File: src/rtl/bomba_pkg.sv
// Shared types for the bomb game: FSM encoding and BCD helpers.
// Imported by the controller and by the display blocks.
package bomba_pkg;

  localparam int BCD_W = 4;

  typedef enum logic [1:0] {
    OCIOSA  = 2'd0,
    ARMADA  = 2'd1,
    VITORIA = 2'd2,
    DERROTA = 2'd3
  } estado_t;

  function automatic logic [2*BCD_W-1:0] para_bcd(
    input logic [6:0] v
  );
    return {BCD_W'(v / 7'd10), BCD_W'(v % 7'd10)};
  endfunction

endpackage

File: src/rtl/contador_bcd.sv
// Two-digit BCD down-counter: parallel load, decrement with borrow,
// zero flag. Decrement saturates at 00.
module contador_bcd
  import bomba_pkg::*;
(
  input  logic               clk,
  input  logic               rst,
  input  logic               load,
  input  logic [2*BCD_W-1:0] valor,
  input  logic               dec,
  output logic [BCD_W-1:0]   dezena,
  output logic [BCD_W-1:0]   unidade,
  output logic               zero
);

  assign zero = (dezena == '0) && (unidade == '0);

  always_ff @(posedge clk) begin
    if (rst) begin
      dezena  <= '0;
      unidade <= '0;
    end else if (load) begin
      dezena  <= valor[2*BCD_W-1:BCD_W];
      unidade <= valor[BCD_W-1:0];
    end else if (dec && !zero) begin
      if (unidade == '0) begin
        unidade <= BCD_W'(9);
        dezena  <= dezena - BCD_W'(1);
      end else begin
        unidade <= unidade - BCD_W'(1);
      end
    end
  end

endmodule

File: src/rtl/bomba_controle.sv
// Bomb game controller: arming, 1 Hz BCD countdown, code attempts
// and win/lose states.
module bomba_controle
  import bomba_pkg::*;
#(
  parameter logic [7:0] CODE         = 8'hA5,
  parameter int         MAX_TENT     = 3,
  parameter int         TEMPO_PADRAO = 60
) (
  input  logic       clk,
  input  logic       rst,
  input  logic       tick_1hz,
  input  logic       start,
  input  logic [6:0] cfg_tempo,
  input  logic [7:0] codigo,
  input  logic       confirma,
  output logic       armada,
  output logic       sinalderrota,
  output logic       sinalvitoria,
  output logic [3:0] dezena,
  output logic [3:0] unidade,
  output logic [1:0] tentativas,
  output logic       bip
);

  localparam logic [1:0] TENT_INI  = 2'(MAX_TENT);
  localparam logic [6:0] TEMPO_DEF = 7'(TEMPO_PADRAO);

  estado_t    estado, prox;
  logic [1:0] tent_prox;
  logic       carrega, decrementa, zero;
  logic       acerto, ultimo;
  logic [7:0] tempo_ini;

  assign acerto = (codigo == CODE);
  assign ultimo = (dezena == 4'd0) && (unidade == 4'd1);

  assign tempo_ini =
    (cfg_tempo == 7'd0 || cfg_tempo > 7'd99) ?
    para_bcd(TEMPO_DEF) : para_bcd(cfg_tempo);

  // A submitted code is resolved before the tick of the same cycle.
  always_comb begin
    prox       = estado;
    tent_prox  = tentativas;
    carrega    = 1'b0;
    decrementa = 1'b0;
    case (estado)
      ARMADA: begin
        if (confirma && acerto) begin
          prox = VITORIA;
        end else if (confirma && tentativas == 2'd1) begin
          tent_prox = 2'd0;
          prox      = DERROTA;
        end else begin
          if (confirma) tent_prox = tentativas - 2'd1;
          if (tick_1hz) begin
            decrementa = 1'b1;
            if (ultimo) prox = DERROTA;
          end else if (zero) begin
            prox = DERROTA;
          end
        end
      end
      default: begin
        if (start) begin
          prox      = ARMADA;
          carrega   = 1'b1;
          tent_prox = TENT_INI;
        end
      end
    endcase
  end

  always_ff @(posedge clk) begin
    if (rst) begin
      estado     <= OCIOSA;
      tentativas <= TENT_INI;
      bip        <= 1'b0;
    end else begin
      estado     <= prox;
      tentativas <= tent_prox;
      bip        <= decrementa;
    end
  end

  assign armada       = (estado == ARMADA);
  assign sinalvitoria = (estado == VITORIA);
  assign sinalderrota = (estado == DERROTA);

  contador_bcd u_contador (
    .clk     (clk),
    .rst     (rst),
    .load    (carrega),
    .valor   (tempo_ini),
    .dec     (decrementa),
    .dezena  (dezena),
    .unidade (unidade),
    .zero    (zero)
  );

endmodule

File: config.mk
export PLATFORM = sky130hd
export DESIGN_NAME = bomba_controle
export DESIGN_NICKNAME = d
export VERILOG_FILES = /design/src/rtl/bomba_pkg.sv /design/src/rtl/contador_bcd.sv /design/src/rtl/bomba_controle.sv
export SDC_FILE = /design/constraint.sdc
export NUM_CORES = 1
export LEC_CHECK = 0
export CORE_MARGIN = 8
export CORE_UTILIZATION = 46
export DETAILED_ROUTE_END_ITERATION = 6
export PLACE_DENSITY = 0.76
export SYNTH_ARGS = -nofsm -noshare
export SYNTH_HDL_FRONTEND = slang
export SYNTH_HIERARCHICAL = 1
export SYNTH_SLANG_ARGS = --single-unit
File: constraint.sdc
create_clock -name clk -period 4.6 [get_ports clk]
set_input_delay 1.15 -clock clk [delete_from_list [all_inputs] [get_ports clk]]
set_output_delay 1.15 -clock clk [all_outputs]
set_load 0.02 [all_outputs]
==> results of run 1 <==
cell type report:
class	count	area (um^2)	share of cell area (%)
Multi-Input combinational cell	132	951	56.8
Tap cell	31	38.8	2.32
Clock buffer	4	26.3	1.57
Inverter	16	60.1	3.59
Sequential cell	13	260	15.5
Timing Repair Buffer	34	338	20.2
stage by stage:
stage / instance area, um^2 / std cells / hold WS [ns]
final: 1670 / 230 / 0.517
after global routing: 1670 / 230 / 0.534
after CTS: 1670 / 230 / 0.515
after detailed placement: 1650 / 226 / 0.500
after global placement: 1650 / 226 / 0.478
after floorplan: 1320 / 168 / 0.455
synthesized netlist by cell type, drive strengths merged (4+ instances only):
cell type,n,share of area (%)
a21oi,7,2.7
a311oi,4,3.1
buf,7,3.5
dfxtp,13,20
ha,4,3.8
inv,16,4.6
mux2i,6,4.6
nand2,14,4.0
nand2b,6,2.8
nor2,10,2.8
nor2b,12,5.7
o21ai,8,3.0
or4,5,2.8
per-layer routing:
| layer | vias to the layer above | global-route usage, % | wire length (um) |
|---|---|---|---|
| li1 | 686 | - | - |
| met1 | 639 | 16.7 | 1450 |
| met2 | 52 | 22.6 | 1650 |
| met3 | 2 | 5.72 | 302 |
| met4 | 0 | 1.59 | 14 |
| met5 | - | 0 | 0 |
cell usage in the layout (no fill, tap or decap), drive strengths merged, types with 4 or more instances in the layout:
master and count:
mux2i 6, clkdlybuf4s50 33, clkbuf 4, nand2 14, a311oi 4, inv 16
dfxtp 13, nor2 10, a21oi 7, nand2b 6, nor2b 12, o21ai 8
ha 4, or4 5
sequential cells by signal, summed over array words and instances (netlist names):
signal / flops
estado: 2
u_contador/dezena: 4
tentativas: 2
bip: 1
u_contador/unidade: 4
where the power goes:
group	total (W)	switching, W	internal (W)
Clock	0.0000729	0.0000393	0.0000336
Sequential	0.000136	0.0000144	0.000122
Combinational	0.000161	0.0000821	0.0000791
Total	0.000370	0.000136	0.000235
worst register-to-register path, stage by stage (launching register included):
cell,delay (ns)
dfxtp_1,0.34
nand2b_1,0.20
a31oi_1,0.19
a21boi_0,0.32
and2_1,0.24
or4b_4,0.50
or4_1,0.47
a311oi_1,0.24
final timing paths:
check | endpoint | slack (ns)
max | u_contador/unidade[1] | 0.79
min | estado[1] | 0.52
max reg2reg | u_contador/dezena[3] | 2.01
min reg2reg | estado[1] | 0.52
cell families after synthesis:
group	synth area share [%]
flops	19.8
buf+inv	8.07
mux	4.56
xor+xnor	1.33
compound gates	26.9
fa+ha+maj	3.80
simple gates	35.6
==> impl_metrics.env, run 1 <==
export IMPL_outcome="completed"
export IMPL_syn_inst=168
export IMPL_path_max_fanout=17
export IMPL_synth_edff_count=0
export IMPL_yosysSeqAreaShare_pct=19.8
export IMPL_first_pass_iters=4
export IMPL_cts_resized=0
export IMPL_post_synth_cell_area_avg_um2=7.84
export IMPL_fin_nets=224
export IMPL_core_area_mm2=0.00273
export IMPL_cp_depth=10
export IMPL_die_area_mm2=0.00483
export IMPL_r2r_cells=7
export IMPL_cts_hold_buf=0
export IMPL_async_flop_share_pct=0
export IMPL_placementRows=19
export IMPL_drv_slew=0
export IMPL_crit_type="input pin to flop"
export IMPL_cp_required_ns=4.78
export IMPL_cts_max_level=1
export IMPL_crit_top_cell="inv_1"
export IMPL_setup_viol=0
export IMPL_critPathTopFamily="compound AO/OA/AOI/OAI gates"
export IMPL_worst_slew_pin_slew_ns=0.509
export IMPL_crit_buf_inv=3
export IMPL_clkLatencyLatePin_ns=0.28
export IMPL_cts_buffer_depth=2
export IMPL_drive_above_1_share_pct=7.04
export IMPL_area_growth_pct=27.1
export IMPL_hpwl_mm=2.70
export IMPL_setup_tns_ns=0
export IMPL_port_buffers=33
export IMPL_r2r_start="estado[1]"
export IMPL_synth_main_ff_cell="dfxtp_1"
export IMPL_skew_ns=0.00638
export IMPL_rsz0062_at_grt="no"
export IMPL_cts_tree="done"
export IMPL_fillCellCount=256
export IMPL_cellLeakagePower_nw=0.687
export IMPL_routed_wl_mm=3.42
export IMPL_synthesis_area_mm2=0.00132
export IMPL_timing_fmax_ghz=0.262
export IMPL_cp_start_kind="input pin"
export IMPL_grt_overflow_total=0
export IMPL_die_y_um=69.5
export IMPL_cp_cell_sequence="clkdlybuf4s50_1, nor2b_1, and3_1, a311oi_2, ha_1, inv_1, a221oi_4, mux2i_1, inv_1, a221oi_1"
export IMPL_ant_nets=0
export IMPL_hold_viol=0
export IMPL_drv_cap=0
export IMPL_setup_slack_ns=0.785
export IMPL_syn_num_nets=192
export IMPL_total_power_w=0.000370
export IMPL_gp_congestion=0.811
export IMPL_clock_sinks=13
export IMPL_grt_pass1_wl_mm=5.83
export IMPL_relSlewSlack_pct=66.0
export IMPL_startpoint="cfg_tempo[6]"
export IMPL_vdd_drop_max_v=0.000245
export IMPL_post_route_min_period_ns=3.81
export IMPL_critPathSlowestCell="clkdlybuf4s50_1"
export IMPL_wire_per_inst_um=14.9
export IMPL_antenna_cells=0
export IMPL_ys_seq_elements=13
export IMPL_cts_setup_buffers=0
export IMPL_yosysWarningCount=6
export IMPL_cts_buffers_inserted=3
export IMPL_cts_root_buffer="clkbuf_4"
export IMPL_postLayoutCoreUtil_pct=61.2
export IMPL_ys_types=55
export IMPL_whs_path_depth=2
export IMPL_hp_class="flop to flop"
export IMPL_layout_worst_path_cycle_share_pct=82.9
export IMPL_remaining_drc_errors=0
export IMPL_initial_core_util_pct=48.2
export IMPL_grt_max_degree=18
export IMPL_clk_pin_slew_ns=0.09
export IMPL_viasPerCell=6.00
export IMPL_min_delay_start="estado[1]"
export IMPL_grtUsageTotal_pct=13.8
export IMPL_cp_slowest_stage_delay_ns=0.76
export IMPL_drtIter0Drc=101
export IMPL_antenna_found_initial=0
export IMPL_cp_arrival_ns=3.99
export IMPL_vias=1379
export IMPL_grt_pass1_vias=1267
export IMPL_dp_slack_ns=0.509
export IMPL_die_w_um=69.5
export IMPL_io_pins=34
export IMPL_endpoint_kind="flop"
export IMPL_p_per_area_mw_per_mm2=221
(Power assumes the default switching activity.)
==> inputs of run 2 (changes only) <==
Clock period 4.6 ns to 3.8 ns, I/O delays scaled along.
==> impl_metrics.env, run 2 (same netlist as run 1, synthesis figures left out) <==
export IMPL_io_pins=34
export IMPL_grt_max_degree=15
export IMPL_drive_above_1_share_pct=8.87
export IMPL_setup_tns_ns=0
export IMPL_dp_slack_ns=0.107
export IMPL_die_w_um=69.5
export IMPL_post_route_min_period_ns=3.40
export IMPL_path_max_fanout=4
export IMPL_gp_congestion=0.873
export IMPL_p_per_area_mw_per_mm2=265
export IMPL_top_regs="u_contador/dezena: 4 flops, u_contador/unidade: 4 flops"
export IMPL_relSlewSlack_pct=61.7
export IMPL_cts_hold_buf=0
export IMPL_port_buffers=33
export IMPL_hpwl_mm=2.61
export IMPL_holdWs_ns=0.512
export IMPL_dpl_cell_area_mm2=0.00168
export IMPL_cts_buffers_inserted=3
export IMPL_initial_core_util_pct=48.2
export IMPL_die_area_mm2=0.00483
export IMPL_clock_sinks=13
export IMPL_drv_cap=0
export IMPL_cts_resized=0
export IMPL_cp_cell_sequence="clkdlybuf4s50_1, and4b_1, a31oi_1, a21boi_0, and2_1, or4b_4, or4_1, a311oi_1"
export IMPL_antenna_found_initial=0
export IMPL_cp_arrival_ns=3.58
export IMPL_cellLeakagePower_nw=0.706
export IMPL_cts_buffer_depth=2
export IMPL_grt_pass1_vias=1283
export IMPL_die_y_um=69.5
export IMPL_routed_wl_mm=3.34
export IMPL_timing_fmax_ghz=0.294
export IMPL_cts_tree="done"
export IMPL_cp_required_ns=3.98
export IMPL_setup_slack_ns=0.398
export IMPL_cts_max_level=1
export IMPL_fin_cells=234
export IMPL_r2r_slack_ns=1.19
export IMPL_design_area_mm2=0.00170
export IMPL_crit_type="input pin to flop"
export IMPL_fin_nets=228
export IMPL_cp_slowest_stage_delay_ns=0.49
export IMPL_viasPerCell=5.80
export IMPL_ant_nets=0
export IMPL_place_inst=230
export IMPL_fillCellCount=238
export IMPL_vdd_drop_max_v=0.000295
export IMPL_antenna_cells=0
export IMPL_layout_worst_path_cycle_share_pct=89.5
export IMPL_final_common_cell="clkdlybuf4s50_1"
export IMPL_final_cell_mix="clkdlybuf4s50_1 (33), inv_1 (16), nand2_1 (14)"
export IMPL_critPathSlowestCell="or4b_4"
export IMPL_first_pass_iters=4
export IMPL_core_area_mm2=0.00273
export IMPL_placementRows=19
export IMPL_wire_per_inst_um=14.3
export IMPL_crit_buf_inv=1
export IMPL_setup_viol=0
export IMPL_cts_setup_buffers=0
export IMPL_drtIter0Drc=63
export IMPL_cp_start_kind="input pin"
export IMPL_critPathTopFamily="simple AND/OR/NAND/NOR gates"
export IMPL_outcome="completed"
export IMPL_hold_viol=0
export IMPL_cts_root_buffer="clkbuf_4"
export IMPL_skew_ns=0.00796
export IMPL_drv_slew=0
export IMPL_rsz0062_at_grt="no"
export IMPL_grtUsageTotal_pct=12.9
export IMPL_remaining_drc_errors=0
export IMPL_clk_pin_slew_ns=0.08
export IMPL_area_growth_pct=29.3
export IMPL_vias=1357
export IMPL_endpoint_kind="flop"
export IMPL_hp_class="flop to flop"
export IMPL_worst_slew_pin_slew_ns=0.573
export IMPL_grt_pass1_wl_mm=5.56
export IMPL_grt_overflow_total=0
export IMPL_clkLatencyLatePin_ns=0.28
run 2: power by group:
group / internal (W) / total, W / switching (W)
Clock: 0.0000408 / 0.0000873 / 0.0000466
Combinational: 0.0000997 / 0.000199 / 0.0000993
Sequential: 0.000147 / 0.000165 / 0.0000171
Total: 0.000288 / 0.000451 / 0.000163
run 2: area by class of cell:
cell class	instances	area (um^2)	area share [%]
clock buffer	4	26.3	1.54
inverter	16	60.1	3.52
multi-input combinational	132	951	55.8
sequential	13	260	15.3
tap	31	38.8	2.28
timing repair buffer	38	368	21.6
run 2: routing by layer:
metal	GRT usage, %	wire (um)
met5	0	0
met4	1.37	0
met3	4.58	195
met2	21.6	1540
met1	15.8	1610
run 2: final timing paths:
path	start	end	cells past startpoint
min reg2reg	estado[1]	estado[1]	2
max reg2reg	estado[1]	u_contador/dezena[3]	7
max	confirma	u_contador/dezena[3]	8
min	estado[1]	estado[1]	2
run 2: per-stage QoR:
step           utilization [%]  power [W]
6_report                  62.3   0.000451
5_1_grt                   62.3   0.000480
4_1_cts                   62.3   0.000453
3_5_place_dp              61.4   0.000365
3_3_place_gp              61.4   0.000359
2_1_floorplan                -   0.000293
run 2: tightest hold or removal path, cell delays in order (launching register included):
cell and delay, ns:
dfxtp_1 0.34, nand2b_1 0.08, a21oi_1 0.06
==> inputs of run 3 (changes only) <==
Settings changed: CAP_MARGIN from default to 20.
Clock period 3.8 ns to 3.6 ns, I/O delays scaled along.
==> impl_metrics.env, run 3 (same netlist as run 1, synthesis figures left out) <==
export IMPL_outcome="completed"
export IMPL_hpwl_mm=2.71
export IMPL_placementRows=19
export IMPL_port_buffers=33
export IMPL_cp_start_kind="input pin"
export IMPL_clock_sinks=13
export IMPL_drive_above_1_share_pct=10.2
export IMPL_cp_cell_sequence="clkdlybuf4s50_1, and4b_1, a31oi_1, a21boi_0, and2_1, or4b_4, or4_1, a311oi_1"
export IMPL_ant_nets=0
export IMPL_antenna_found_initial=0
export IMPL_setup_tns_ns=0
export IMPL_endpoint="u_contador/dezena[3]"
export IMPL_dp_slack_ns=0.0439
export IMPL_fin_nets=231
export IMPL_top_regs="u_contador/dezena: 4 flops, u_contador/unidade: 4 flops"
export IMPL_final_cell_mix="clkdlybuf4s50_1 (33), inv_1 (16), nand2_1 (14)"
export IMPL_endpoint_kind="flop"
export IMPL_wire_per_inst_um=14.3
export IMPL_r2r_end="u_contador/dezena[3]"
export IMPL_startpoint="confirma"
export IMPL_seqCellArea_um2=260
export IMPL_grt_pass1_vias=1311
export IMPL_clk_pin_slew_ns=0.09
export IMPL_initial_core_util_pct=48.2
export IMPL_layout_worst_path_cycle_share_pct=91.4
export IMPL_viasPerCell=5.82
export IMPL_r2r_slack_ns=1.06
export IMPL_total_power_w=0.000479
export IMPL_cts_max_level=1
export IMPL_gp_congestion=0.860
export IMPL_cts_buffers_inserted=3
export IMPL_grt_overflow_total=0
export IMPL_p_per_area_mw_per_mm2=278
export IMPL_grt_pass1_wl_mm=5.79
export IMPL_met3_usage_pct=5.29
export IMPL_rsz0062_at_grt="no"
export IMPL_grt_busiest_layer="met2"
export IMPL_grt_max_degree=14
export IMPL_first_pass_iters=4
export IMPL_die_y_um=69.5
export IMPL_antenna_cells=0
export IMPL_grt_use_met2_pct=23.4
export IMPL_r2r_start="estado[1]"
export IMPL_cp_slowest_stage_delay_ns=0.48
export IMPL_worst_slew_pin_slew_ns=0.540
export IMPL_holdWs_ns=0.501
export IMPL_area_growth_pct=31.1
export IMPL_vdd_drop_max_v=0.000276
export IMPL_setup_slack_ns=0.310
export IMPL_multi_input_area_um2=951
export IMPL_cts_tree="done"
export IMPL_core_area_mm2=0.00273
export IMPL_cts_root_buffer="clkbuf_4"
export IMPL_routed_wl_mm=3.38
export IMPL_drv_cap=0
export IMPL_io_pins=34
export IMPL_clkLatencyLatePin_ns=0.28
export IMPL_drv_slew=0
export IMPL_final_common_cell="clkdlybuf4s50_1"
export IMPL_r2r_cells=7
export IMPL_setup_viol=0
export IMPL_path_max_fanout=4
export IMPL_hold_viol=0
export IMPL_remaining_drc_errors=0
export IMPL_drtIter0Drc=99
export IMPL_cp_arrival_ns=3.49
export IMPL_cts_hold_buf=0
export IMPL_grtUsageTotal_pct=13.5
export IMPL_die_w_um=69.5
export IMPL_fillCellCount=250
export IMPL_cts_buffer_depth=2
export IMPL_cellLeakagePower_nw=0.721
export IMPL_cp_required_ns=3.80
export IMPL_relSlewSlack_pct=63.9
export IMPL_critPathSlowestCell="or4b_4"
export IMPL_hp_class="flop to flop"
export IMPL_skew_ns=0.00637
export IMPL_die_area_mm2=0.00483
export IMPL_cts_resized=0
export IMPL_timing_fmax_ghz=0.304
export IMPL_crit_type="input pin to flop"
export IMPL_post_route_min_period_ns=3.29
export IMPL_grt_util_met1_pct=15.8
export IMPL_cts_setup_buffers=0
export IMPL_vias=1379
==> run 3: worst min path at each step <==
stage / to / slack (ns) / start / cells past startpoint
final: estado[1] / 0.50 / estado[1] / 2
after detailed placement: estado[1] / 0.48 / estado[1] / 2
after CTS: estado[1] / 0.50 / estado[1] / 2
after floorplan: estado[1] / 0.46 / estado[1] / 2
after global placement: estado[1] / 0.48 / estado[1] / 2
after global routing: estado[1] / 0.51 / estado[1] / 2
==> run 3: power by group <==
group	internal (W)	switching [W]
registers	0.000156	0.0000176
clock network	0.0000430	0.0000515
logic	0.000107	0.000105
total	0.000306	0.000174
==> run 3: metrics by stage <==
| step | instance area (um^2) | util [%] | cells |
|---|---|---|---|
| 2_1_floorplan | 1320 | - | 168 |
| 3_3_place_gp | 1700 | 62.2 | 233 |
| 3_5_place_dp | 1700 | 62.2 | 233 |
| 4_1_cts | 1730 | 63.2 | 237 |
| 5_1_grt | 1730 | 63.2 | 237 |
| 6_report | 1730 | 63.2 | 237 |
==> run 3: layer usage <==
layer | part of all wire (%) | vias to the layer above | routed length, um
met5 | 0 | - | 0
met4 | 0 | 0 | 0
met3 | 6.6 | 0 | 222
met2 | 47 | 40 | 1600
met1 | 46 | 641 | 1560
li1 | - | 698 | -
==> run 3: critical path: cells and delay by family <==
kind | cells | cell delay [ns]
compound gates | 3 | 0.78
buf+inv | 1 | 0.43
simple gates | 4 | 1.38
==> run 3: cell type report <==
cell class	instances	area share [%]
Multi-Input combinational cell	132	55.1
Timing Repair Buffer	41	22.6
Sequential cell	13	15.1
Inverter	16	3.48
Tap cell	31	2.25
Clock buffer	4	1.52
